$ cat config.mk
export PLATFORM = sky130hd
export DESIGN_NAME = level_speed_scheduler_flat
export DESIGN_NICKNAME = d
export VERILOG_FILES = /design/src/rtl/level_speed_scheduler_pkg.sv /design/src/rtl/level_speed_scheduler_if.sv /design/src/rtl/level_speed_scheduler_tick.sv /design/src/rtl/level_speed_scheduler.sv /design/src/flat_wrapper.sv
export SDC_FILE = /design/constraint.sdc
export NUM_CORES = 1
export LEC_CHECK = 0
export ABC_AREA = 1
export BUFFER_PORTS_ARGS = -buffer_cell sky130_fd_sc_hd__buf_4
export CORE_MARGIN = 10
export CORE_UTILIZATION = 45
export CTS_CLUSTER_SIZE = 30
export DETAILED_ROUTE_END_ITERATION = 12
export GPL_ROUTABILITY_DRIVEN = 0
export HOLD_SLACK_MARGIN = 0.12
export PLACE_DENSITY = 0.67
export REMOVE_ABC_BUFFERS = 1
export SYNTH_ARGS = -nofsm -noshare
export SYNTH_HDL_FRONTEND = slang
export SYNTH_SLANG_ARGS = --single-unit
$ cat constraint.sdc
create_clock -name CC_LEVELSCHEDULER_CLOCK_50 -period 4.5 [get_ports CC_LEVELSCHEDULER_CLOCK_50]
set_clock_uncertainty 0.15 [all_clocks]
set_input_delay 0.225 -clock CC_LEVELSCHEDULER_CLOCK_50 [delete_from_list [all_inputs] [get_ports CC_LEVELSCHEDULER_CLOCK_50]]
set_output_delay 0.225 -clock CC_LEVELSCHEDULER_CLOCK_50 [all_outputs]
set_load 0.01 [all_outputs]
$ cat src/rtl/level_speed_scheduler_pkg.sv
// Shared types and terminal-count tables for the Frogger speed scheduler.
// LEVEL_SCHEDULER_TESTSPEED_EN selects short simulation counts in tc_for_level.
package frogger_speed_pkg;

  typedef enum logic [2:0] {
    IDLE    = 3'd0,
    RUN     = 3'd1,
    PAUSE   = 3'd2,
    ADVANCE = 3'd3,
    WIN     = 3'd4
  } sched_state_t;

  localparam logic [2:0] LEVEL_1 = 3'b001;
  localparam logic [2:0] LEVEL_2 = 3'b010;
  localparam logic [2:0] LEVEL_3 = 3'b011;
  localparam logic [2:0] LEVEL_4 = 3'b100;

  localparam int TC_WIDTH = 27;

  localparam logic [TC_WIDTH-1:0] TC_PROD [4] = '{
    27'h0FFFFFF, 27'h0DF5E10, 27'h0BEBC1F, 27'h07FFFFF
  };
  localparam logic [TC_WIDTH-1:0] TC_TEST [4] = '{
    27'd15, 27'd11, 27'd7, 27'd3
  };

  // Unreachable level codes fall back to the level-1 count.
  function automatic logic [TC_WIDTH-1:0] tc_for_level(input logic [2:0] level);
    logic [1:0] idx;
    case (level)
      LEVEL_2: idx = 2'd1;
      LEVEL_3: idx = 2'd2;
      LEVEL_4: idx = 2'd3;
      default: idx = 2'd0;
    endcase
`ifdef LEVEL_SCHEDULER_TESTSPEED_EN
    return TC_TEST[idx];
`else
    return TC_PROD[idx];
`endif
  endfunction

endpackage

$ cat src/rtl/level_speed_scheduler_if.sv
// Control/status bundle between the game controller (master) and the speed scheduler (slave).
// start/levelup/gameover are one-cycle pulses sampled on the clock edge; pause is a level hold.
interface level_speed_scheduler_if #(parameter int SPEED_DATAWIDTH = 27);
  import frogger_speed_pkg::*;

  logic                       CC_LEVELSCHEDULER_start_InHigh;
  logic                       CC_LEVELSCHEDULER_pause_InHigh;
  logic                       CC_LEVELSCHEDULER_levelup_InHigh;
  logic                       CC_LEVELSCHEDULER_gameover_InHigh;
  logic                       CC_LEVELSCHEDULER_tick_OutHigh;
  logic [2:0]                 CC_LEVELSCHEDULER_level_data_OutBUS;
  logic [SPEED_DATAWIDTH-1:0] CC_LEVELSCHEDULER_count_data_OutBUS;
  logic                       CC_LEVELSCHEDULER_running_OutHigh;
  logic                       CC_LEVELSCHEDULER_win_OutHigh;
  sched_state_t               CC_LEVELSCHEDULER_state_dbg_OutBUS;

  modport master (
    output CC_LEVELSCHEDULER_start_InHigh, CC_LEVELSCHEDULER_pause_InHigh,
           CC_LEVELSCHEDULER_levelup_InHigh, CC_LEVELSCHEDULER_gameover_InHigh,
    input  CC_LEVELSCHEDULER_tick_OutHigh, CC_LEVELSCHEDULER_level_data_OutBUS,
           CC_LEVELSCHEDULER_count_data_OutBUS, CC_LEVELSCHEDULER_running_OutHigh,
           CC_LEVELSCHEDULER_win_OutHigh, CC_LEVELSCHEDULER_state_dbg_OutBUS
  );

  modport slave (
    input  CC_LEVELSCHEDULER_start_InHigh, CC_LEVELSCHEDULER_pause_InHigh,
           CC_LEVELSCHEDULER_levelup_InHigh, CC_LEVELSCHEDULER_gameover_InHigh,
    output CC_LEVELSCHEDULER_tick_OutHigh, CC_LEVELSCHEDULER_level_data_OutBUS,
           CC_LEVELSCHEDULER_count_data_OutBUS, CC_LEVELSCHEDULER_running_OutHigh,
           CC_LEVELSCHEDULER_win_OutHigh, CC_LEVELSCHEDULER_state_dbg_OutBUS
  );
endinterface

$ cat src/rtl/level_speed_scheduler_tick.sv
// Free-running speed counter: wraps at i_tc and raises a registered one-cycle tick
// on the cycle after the wrap. Clear beats enable and kills any tick.
module speed_tick_counter #(
  parameter int WIDTH = 27
) (
  input  logic             clk,
  input  logic             rst_n,
  input  logic             i_clr,
  input  logic             i_en,
  input  logic [WIDTH-1:0] i_tc,
  output logic [WIDTH-1:0] o_cnt,
  output logic             o_tick
);
  logic [WIDTH-1:0] r_cnt;
  logic             r_tick;

  always_ff @(posedge clk or negedge rst_n) begin
    if (!rst_n) begin
      r_cnt  <= '0;
      r_tick <= 1'b0;
    end else if (i_clr) begin
      r_cnt  <= '0;
      r_tick <= 1'b0;
    end else if (i_en && (r_cnt == i_tc)) begin
      r_cnt  <= '0;
      r_tick <= 1'b1;
    end else if (i_en) begin
      r_cnt  <= r_cnt + WIDTH'(1);
      r_tick <= 1'b0;
    end else begin
      r_tick <= 1'b0;
    end
  end

  assign o_cnt  = r_cnt;
  assign o_tick = r_tick;
endmodule

$ cat src/rtl/level_speed_scheduler.sv
// Frogger game-speed scheduler: level/state FSM driving speed_tick_counter.
// Build with LEVEL_SCHEDULER_TESTSPEED_EN for short simulation terminal counts.
module level_speed_scheduler
  import frogger_speed_pkg::*;
#(
  parameter int SPEED_DATAWIDTH = 27,
  parameter int MAX_LEVEL       = 4
) (
  input  logic                    CC_LEVELSCHEDULER_CLOCK_50,
  input  logic                    CC_LEVELSCHEDULER_RESET_InLow,
  level_speed_scheduler_if.slave  bus
);
  localparam logic [2:0] L_MAX = 3'(MAX_LEVEL);

  sched_state_t               r_state;
  logic [2:0]                 r_level;
  logic                       r_running;
  logic                       r_win;

  sched_state_t               w_next_state;
  logic [2:0]                 w_next_level;
  logic                       w_clr;
  logic                       w_en;
  logic [SPEED_DATAWIDTH-1:0] w_tc;
  logic [SPEED_DATAWIDTH-1:0] w_cnt;
  logic                       w_tick;

  assign w_tc = SPEED_DATAWIDTH'(tc_for_level(r_level));

  // Priority: gameover > start > levelup > pause. Counting happens only in RUN.
  always_comb begin
    w_next_state = r_state;
    w_next_level = r_level;
    w_clr        = 1'b0;
    w_en         = 1'b0;
    if (bus.CC_LEVELSCHEDULER_gameover_InHigh) begin
      w_next_state = IDLE;
      w_next_level = LEVEL_1;
      w_clr        = 1'b1;
    end else if (bus.CC_LEVELSCHEDULER_start_InHigh) begin
      w_next_state = RUN;
      w_next_level = LEVEL_1;
      w_clr        = 1'b1;
    end else begin
      case (r_state)
        RUN, PAUSE: begin
          if (bus.CC_LEVELSCHEDULER_levelup_InHigh) begin
            w_clr        = 1'b1;
            w_next_state = (r_level < L_MAX) ? ADVANCE : WIN;
          end else if (bus.CC_LEVELSCHEDULER_pause_InHigh) begin
            w_next_state = PAUSE;
          end else begin
            w_next_state = RUN;
            w_en         = (r_state == RUN);
          end
        end
        ADVANCE: begin
          w_clr        = 1'b1;
          w_next_level = r_level + 3'd1;
          w_next_state = bus.CC_LEVELSCHEDULER_pause_InHigh ? PAUSE : RUN;
        end
        default: ;
      endcase
    end
  end

  always_ff @(posedge CC_LEVELSCHEDULER_CLOCK_50 or negedge CC_LEVELSCHEDULER_RESET_InLow) begin
    if (!CC_LEVELSCHEDULER_RESET_InLow) begin
      r_state   <= IDLE;
      r_level   <= LEVEL_1;
      r_running <= 1'b0;
      r_win     <= 1'b0;
    end else begin
      r_state   <= w_next_state;
      r_level   <= w_next_level;
      r_running <= (w_next_state == RUN);
      r_win     <= (w_next_state == WIN);
    end
  end

  speed_tick_counter #(.WIDTH(SPEED_DATAWIDTH)) u_counter (
    .clk    (CC_LEVELSCHEDULER_CLOCK_50),
    .rst_n  (CC_LEVELSCHEDULER_RESET_InLow),
    .i_clr  (w_clr),
    .i_en   (w_en),
    .i_tc   (w_tc),
    .o_cnt  (w_cnt),
    .o_tick (w_tick)
  );

  assign bus.CC_LEVELSCHEDULER_tick_OutHigh      = w_tick;
  assign bus.CC_LEVELSCHEDULER_level_data_OutBUS = r_level;
  assign bus.CC_LEVELSCHEDULER_count_data_OutBUS = w_cnt;
  assign bus.CC_LEVELSCHEDULER_running_OutHigh   = r_running;
  assign bus.CC_LEVELSCHEDULER_win_OutHigh       = r_win;
  assign bus.CC_LEVELSCHEDULER_state_dbg_OutBUS  = r_state;
endmodule

$ cat src/flat_wrapper.sv
// flat-port wrapper written by rule: the top's interface ports become plain ports
module level_speed_scheduler_flat import frogger_speed_pkg::*;
#(
  parameter int SPEED_DATAWIDTH = 27,
  parameter int MAX_LEVEL       = 4
)
  (CC_LEVELSCHEDULER_CLOCK_50, CC_LEVELSCHEDULER_RESET_InLow, bus_CC_LEVELSCHEDULER_start_InHigh, bus_CC_LEVELSCHEDULER_pause_InHigh, bus_CC_LEVELSCHEDULER_levelup_InHigh, bus_CC_LEVELSCHEDULER_gameover_InHigh, bus_CC_LEVELSCHEDULER_tick_OutHigh, bus_CC_LEVELSCHEDULER_level_data_OutBUS, bus_CC_LEVELSCHEDULER_count_data_OutBUS, bus_CC_LEVELSCHEDULER_running_OutHigh, bus_CC_LEVELSCHEDULER_win_OutHigh, bus_CC_LEVELSCHEDULER_state_dbg_OutBUS);
  level_speed_scheduler_if #(.SPEED_DATAWIDTH(SPEED_DATAWIDTH)) bus_i ();
  input  logic CC_LEVELSCHEDULER_CLOCK_50;
  input  logic CC_LEVELSCHEDULER_RESET_InLow;
  input wire logic [$bits(bus_i.CC_LEVELSCHEDULER_start_InHigh)-1:0] bus_CC_LEVELSCHEDULER_start_InHigh;
  input wire logic [$bits(bus_i.CC_LEVELSCHEDULER_pause_InHigh)-1:0] bus_CC_LEVELSCHEDULER_pause_InHigh;
  input wire logic [$bits(bus_i.CC_LEVELSCHEDULER_levelup_InHigh)-1:0] bus_CC_LEVELSCHEDULER_levelup_InHigh;
  input wire logic [$bits(bus_i.CC_LEVELSCHEDULER_gameover_InHigh)-1:0] bus_CC_LEVELSCHEDULER_gameover_InHigh;
  output wire logic [$bits(bus_i.CC_LEVELSCHEDULER_tick_OutHigh)-1:0] bus_CC_LEVELSCHEDULER_tick_OutHigh;
  output wire logic [$bits(bus_i.CC_LEVELSCHEDULER_level_data_OutBUS)-1:0] bus_CC_LEVELSCHEDULER_level_data_OutBUS;
  output wire logic [$bits(bus_i.CC_LEVELSCHEDULER_count_data_OutBUS)-1:0] bus_CC_LEVELSCHEDULER_count_data_OutBUS;
  output wire logic [$bits(bus_i.CC_LEVELSCHEDULER_running_OutHigh)-1:0] bus_CC_LEVELSCHEDULER_running_OutHigh;
  output wire logic [$bits(bus_i.CC_LEVELSCHEDULER_win_OutHigh)-1:0] bus_CC_LEVELSCHEDULER_win_OutHigh;
  output wire logic [$bits(bus_i.CC_LEVELSCHEDULER_state_dbg_OutBUS)-1:0] bus_CC_LEVELSCHEDULER_state_dbg_OutBUS;
  assign bus_i.CC_LEVELSCHEDULER_start_InHigh = bus_CC_LEVELSCHEDULER_start_InHigh;
  assign bus_i.CC_LEVELSCHEDULER_pause_InHigh = bus_CC_LEVELSCHEDULER_pause_InHigh;
  assign bus_i.CC_LEVELSCHEDULER_levelup_InHigh = bus_CC_LEVELSCHEDULER_levelup_InHigh;
  assign bus_i.CC_LEVELSCHEDULER_gameover_InHigh = bus_CC_LEVELSCHEDULER_gameover_InHigh;
  assign bus_CC_LEVELSCHEDULER_tick_OutHigh = bus_i.CC_LEVELSCHEDULER_tick_OutHigh;
  assign bus_CC_LEVELSCHEDULER_level_data_OutBUS = bus_i.CC_LEVELSCHEDULER_level_data_OutBUS;
  assign bus_CC_LEVELSCHEDULER_count_data_OutBUS = bus_i.CC_LEVELSCHEDULER_count_data_OutBUS;
  assign bus_CC_LEVELSCHEDULER_running_OutHigh = bus_i.CC_LEVELSCHEDULER_running_OutHigh;
  assign bus_CC_LEVELSCHEDULER_win_OutHigh = bus_i.CC_LEVELSCHEDULER_win_OutHigh;
  assign bus_CC_LEVELSCHEDULER_state_dbg_OutBUS = bus_i.CC_LEVELSCHEDULER_state_dbg_OutBUS;
  level_speed_scheduler #(.SPEED_DATAWIDTH(SPEED_DATAWIDTH), .MAX_LEVEL(MAX_LEVEL)) u_core (.CC_LEVELSCHEDULER_CLOCK_50(CC_LEVELSCHEDULER_CLOCK_50), .CC_LEVELSCHEDULER_RESET_InLow(CC_LEVELSCHEDULER_RESET_InLow), .bus(bus_i));
endmodule
==> run summary <==
status: completed
DP HPWL: 5180 um
min Tclk post-route: 2440 ps
critical-path cell list: dlygate4sd3_1 > buf_4 > nor2_4 > inv_1 > nor2_1 > nand3_2 > inv_1 > o21bai_1 > o21ai_0 > nor2_1
initial DRC count: 122
capturing point of the worst reg2reg path: u_core.u_counter.o_cnt[12]$_DFFE_PN0P_
Core ar.: 0.00547 mm^2
area taken by multi-input logic gates: 0.00138 mm^2
largest net degree at the start of global routing: 37
initial antenna violation count: 0
die width: 94.7 um
Clock Tree Buf Depth: 2
num rows: 27
Die ar.: 0.00897 mm^2
Clk pin slew, worst setup/hold paths: 80 ps
Netlist cell types: 32
WP data arrival: 2470 ps
most common cell in the netlist: nand2_1
RSZ-0062 raised after global routing: false
cell leakage power: 1.49 nW
Peak VDD IR: 0.166 mV
DRC viols: 0
register area share after synthesis: 0.359
Crit Path Category: in -> reg
Synth top area share: 0.349
Final WS setup: 2060 ps
fin area: 0.00298 mm^2
num ports: 42
Worst Hold Class: in -> reg
first-pass GRT wire length: 11500 um
Max-Cap Viols: 0
CP max stage cell: dlygate4sd3_1
Max-slew headroom: 0.676
Slew Viols, Final: 0
Die Y: 94.7 um
H-tree levels: 2
ANT nets after route: 0
reg2reg start: u_core.bus.CC_LEVELSCHEDULER_state_dbg_OutBUS[2]$_DFF_PN0_
final WL: 6760 um
R2R Setup Slk: 2250 ps
worst slew pin tran: 486 ps
hold buffers post-CTS: 3
CTS tree: done
Synth Flop Type: dfrtp_1
IO buf count: 41
Layout Nets: 418
reg2reg path depth: 9
crit-path max FO: 23
synth top area cells: dfrtp_1, nand2_1, nor2_1
grt total ovfl: 0
PD cells: 205 mW/mm^2
Critical Path Start: bus_CC_LEVELSCHEDULER_start_InHigh
Post-CTS Setup Inserts: 0
Inserted Diodes: 0
Setup-failing EPs final: 0
number of buffers created by CTS: 5
crit share post-route: 0.542
EDFF count, synth: 0
fraction of registers with async set/reset: 1.00
flops & latches, synth: 36
Total Routing Usage GR: 0.159
crit path capture type: flop
clock root cell: clkbuf_8
routed vias: 2467
Initial Utilization: 0.459
Worst Path Required: 4530 ps
Setup TNS Final: 0 ps
CP endpoint: u_core.u_counter.o_cnt[12]$_DFFE_PN0P_
synthesized netlist cell count: 363
Syn Area/Cell: 6.91 um^2
Filler cells: 554
clk sinks: 36
DP Worst Slack: 2260 ps
WHS Path Cells: 4
layout cells sized above 1: 0.166
FF+latch area: 902 um^2
most frequent cells after synthesis: nand2_1, nor2_1, inv_1
Setup crit start kind: input pin
drt wl/cell: 14.1 um
Area after DPL: 0.00286 mm^2
peak per-stage delay on the critical path: 540 ps
vias per cell: 5.13
Hold Vio Cnt, Final: 0
Final Util: 0.544
Mapped Area: 0.00251 mm^2
PostCTS Resize Cnt: 0
Synth area leader: dfrtp_1
vias in the first global route: 2380
clk_lat worst skew: 290 ps
synth warn: 0
top achievable clock speed: 0.410 GHz
Area Overhead vs Synth: 18.7%
drt pass-1 iters: 4
per-stage QoR:
step                      cells  power [W]  hold slack [ps]
after floorplan             357   0.000353             -221
after global placement      470   0.000373             67.6
after detailed placement    470   0.000374             66.5
after CTS                   481   0.000622              128
after global routing        481   0.000641              173
final                       481   0.000612              143
registers in the layout (all words and copies together), names as in the netlist:
signal                                          count
u_core.bus.CC_LEVELSCHEDULER_level_data_OutBUS      3
u_core.bus.CC_LEVELSCHEDULER_win_OutHigh            1
u_core.u_counter.o_cnt                             27
u_core.u_counter.o_tick                             1
u_core.bus.CC_LEVELSCHEDULER_running_OutHigh        1
u_core.bus.CC_LEVELSCHEDULER_state_dbg_OutBUS       3
cell type report:
cell class	count	share of cell area
Sequential cell	36	0.303
Timing Repair Buffer	44	0.113
Multi-Input combinational cell	274	0.463
Tap cell	72	0.0302
Clock buffer	6	0.0277
Clock inverter	2	0.00336
Inverter	47	0.0592
metal layers:
metal / up-vias / track usage / routed length (um)
met4: 0 / 0.0611 / 154
met1: 1156 / 0.199 / 3030
met3: 13 / 0.0404 / 373
met5: - / 0 / 0
li1: 1235 / - / -
met2: 63 / 0.258 / 3200
layout by cell type, fill, tap and decap left out, drive strengths merged:
master / n
o31ai: 1
ha: 4
dfrtp: 35
dfstp: 1
a21oi: 2
nor3: 5
nand4: 14
nand3b: 2
a211oi: 1
o21ai: 10
nand3: 33
o22ai: 1
o21bai: 3
clkinv: 2
a31oi: 3
buf: 41
nand2: 113
dlygate4sd3: 3
inv: 47
xor2: 17
clkbuf: 6
o211ai: 1
nor2b: 1
nor2: 63
critical path: cells and delay by family:
kind / cells / cell delay [ps]
and+or+nand+nor: 4 / 780
AOI/OAI and AO/OA: 2 / 180
buffers and inverters: 4 / 1270
worst min path at each step:
stage	to	start
after floorplan	asynchronous set/reset pin	CC_LEVELSCHEDULER_RESET_InLow
after detailed placement	u_core.u_counter.o_cnt[19]$_DFFE_PN0P_	CC_LEVELSCHEDULER_RESET_InLow
after CTS	u_core.u_counter.o_cnt[3]$_DFFE_PN0P_	bus_CC_LEVELSCHEDULER_levelup_InHigh
after global routing	u_core.u_counter.o_cnt[3]$_DFFE_PN0P_	bus_CC_LEVELSCHEDULER_levelup_InHigh
after global placement	u_core.u_counter.o_cnt[16]$_DFFE_PN0P_	CC_LEVELSCHEDULER_RESET_InLow
final	u_core.u_counter.o_cnt[3]$_DFFE_PN0P_	bus_CC_LEVELSCHEDULER_levelup_InHigh
power by group:
group	switching, W	internal, W
sequential	0.00000171	0.000325
clock	0.000120	0.000122
combinational	0.0000299	0.0000123
total	0.000152	0.000460
cells by family (layout without fill, tap and decap cells):
family,Yosys count,in the layout,synth area share
fa+ha+maj,4,4,0.0199
buf+inv,53,99,0.0907
simple gates,231,231,0.416
xor+xnor,17,17,0.0593
compound gates,22,22,0.0548
flops,36,36,0.359
Note: power is estimated with default switching activity, not from simulation.
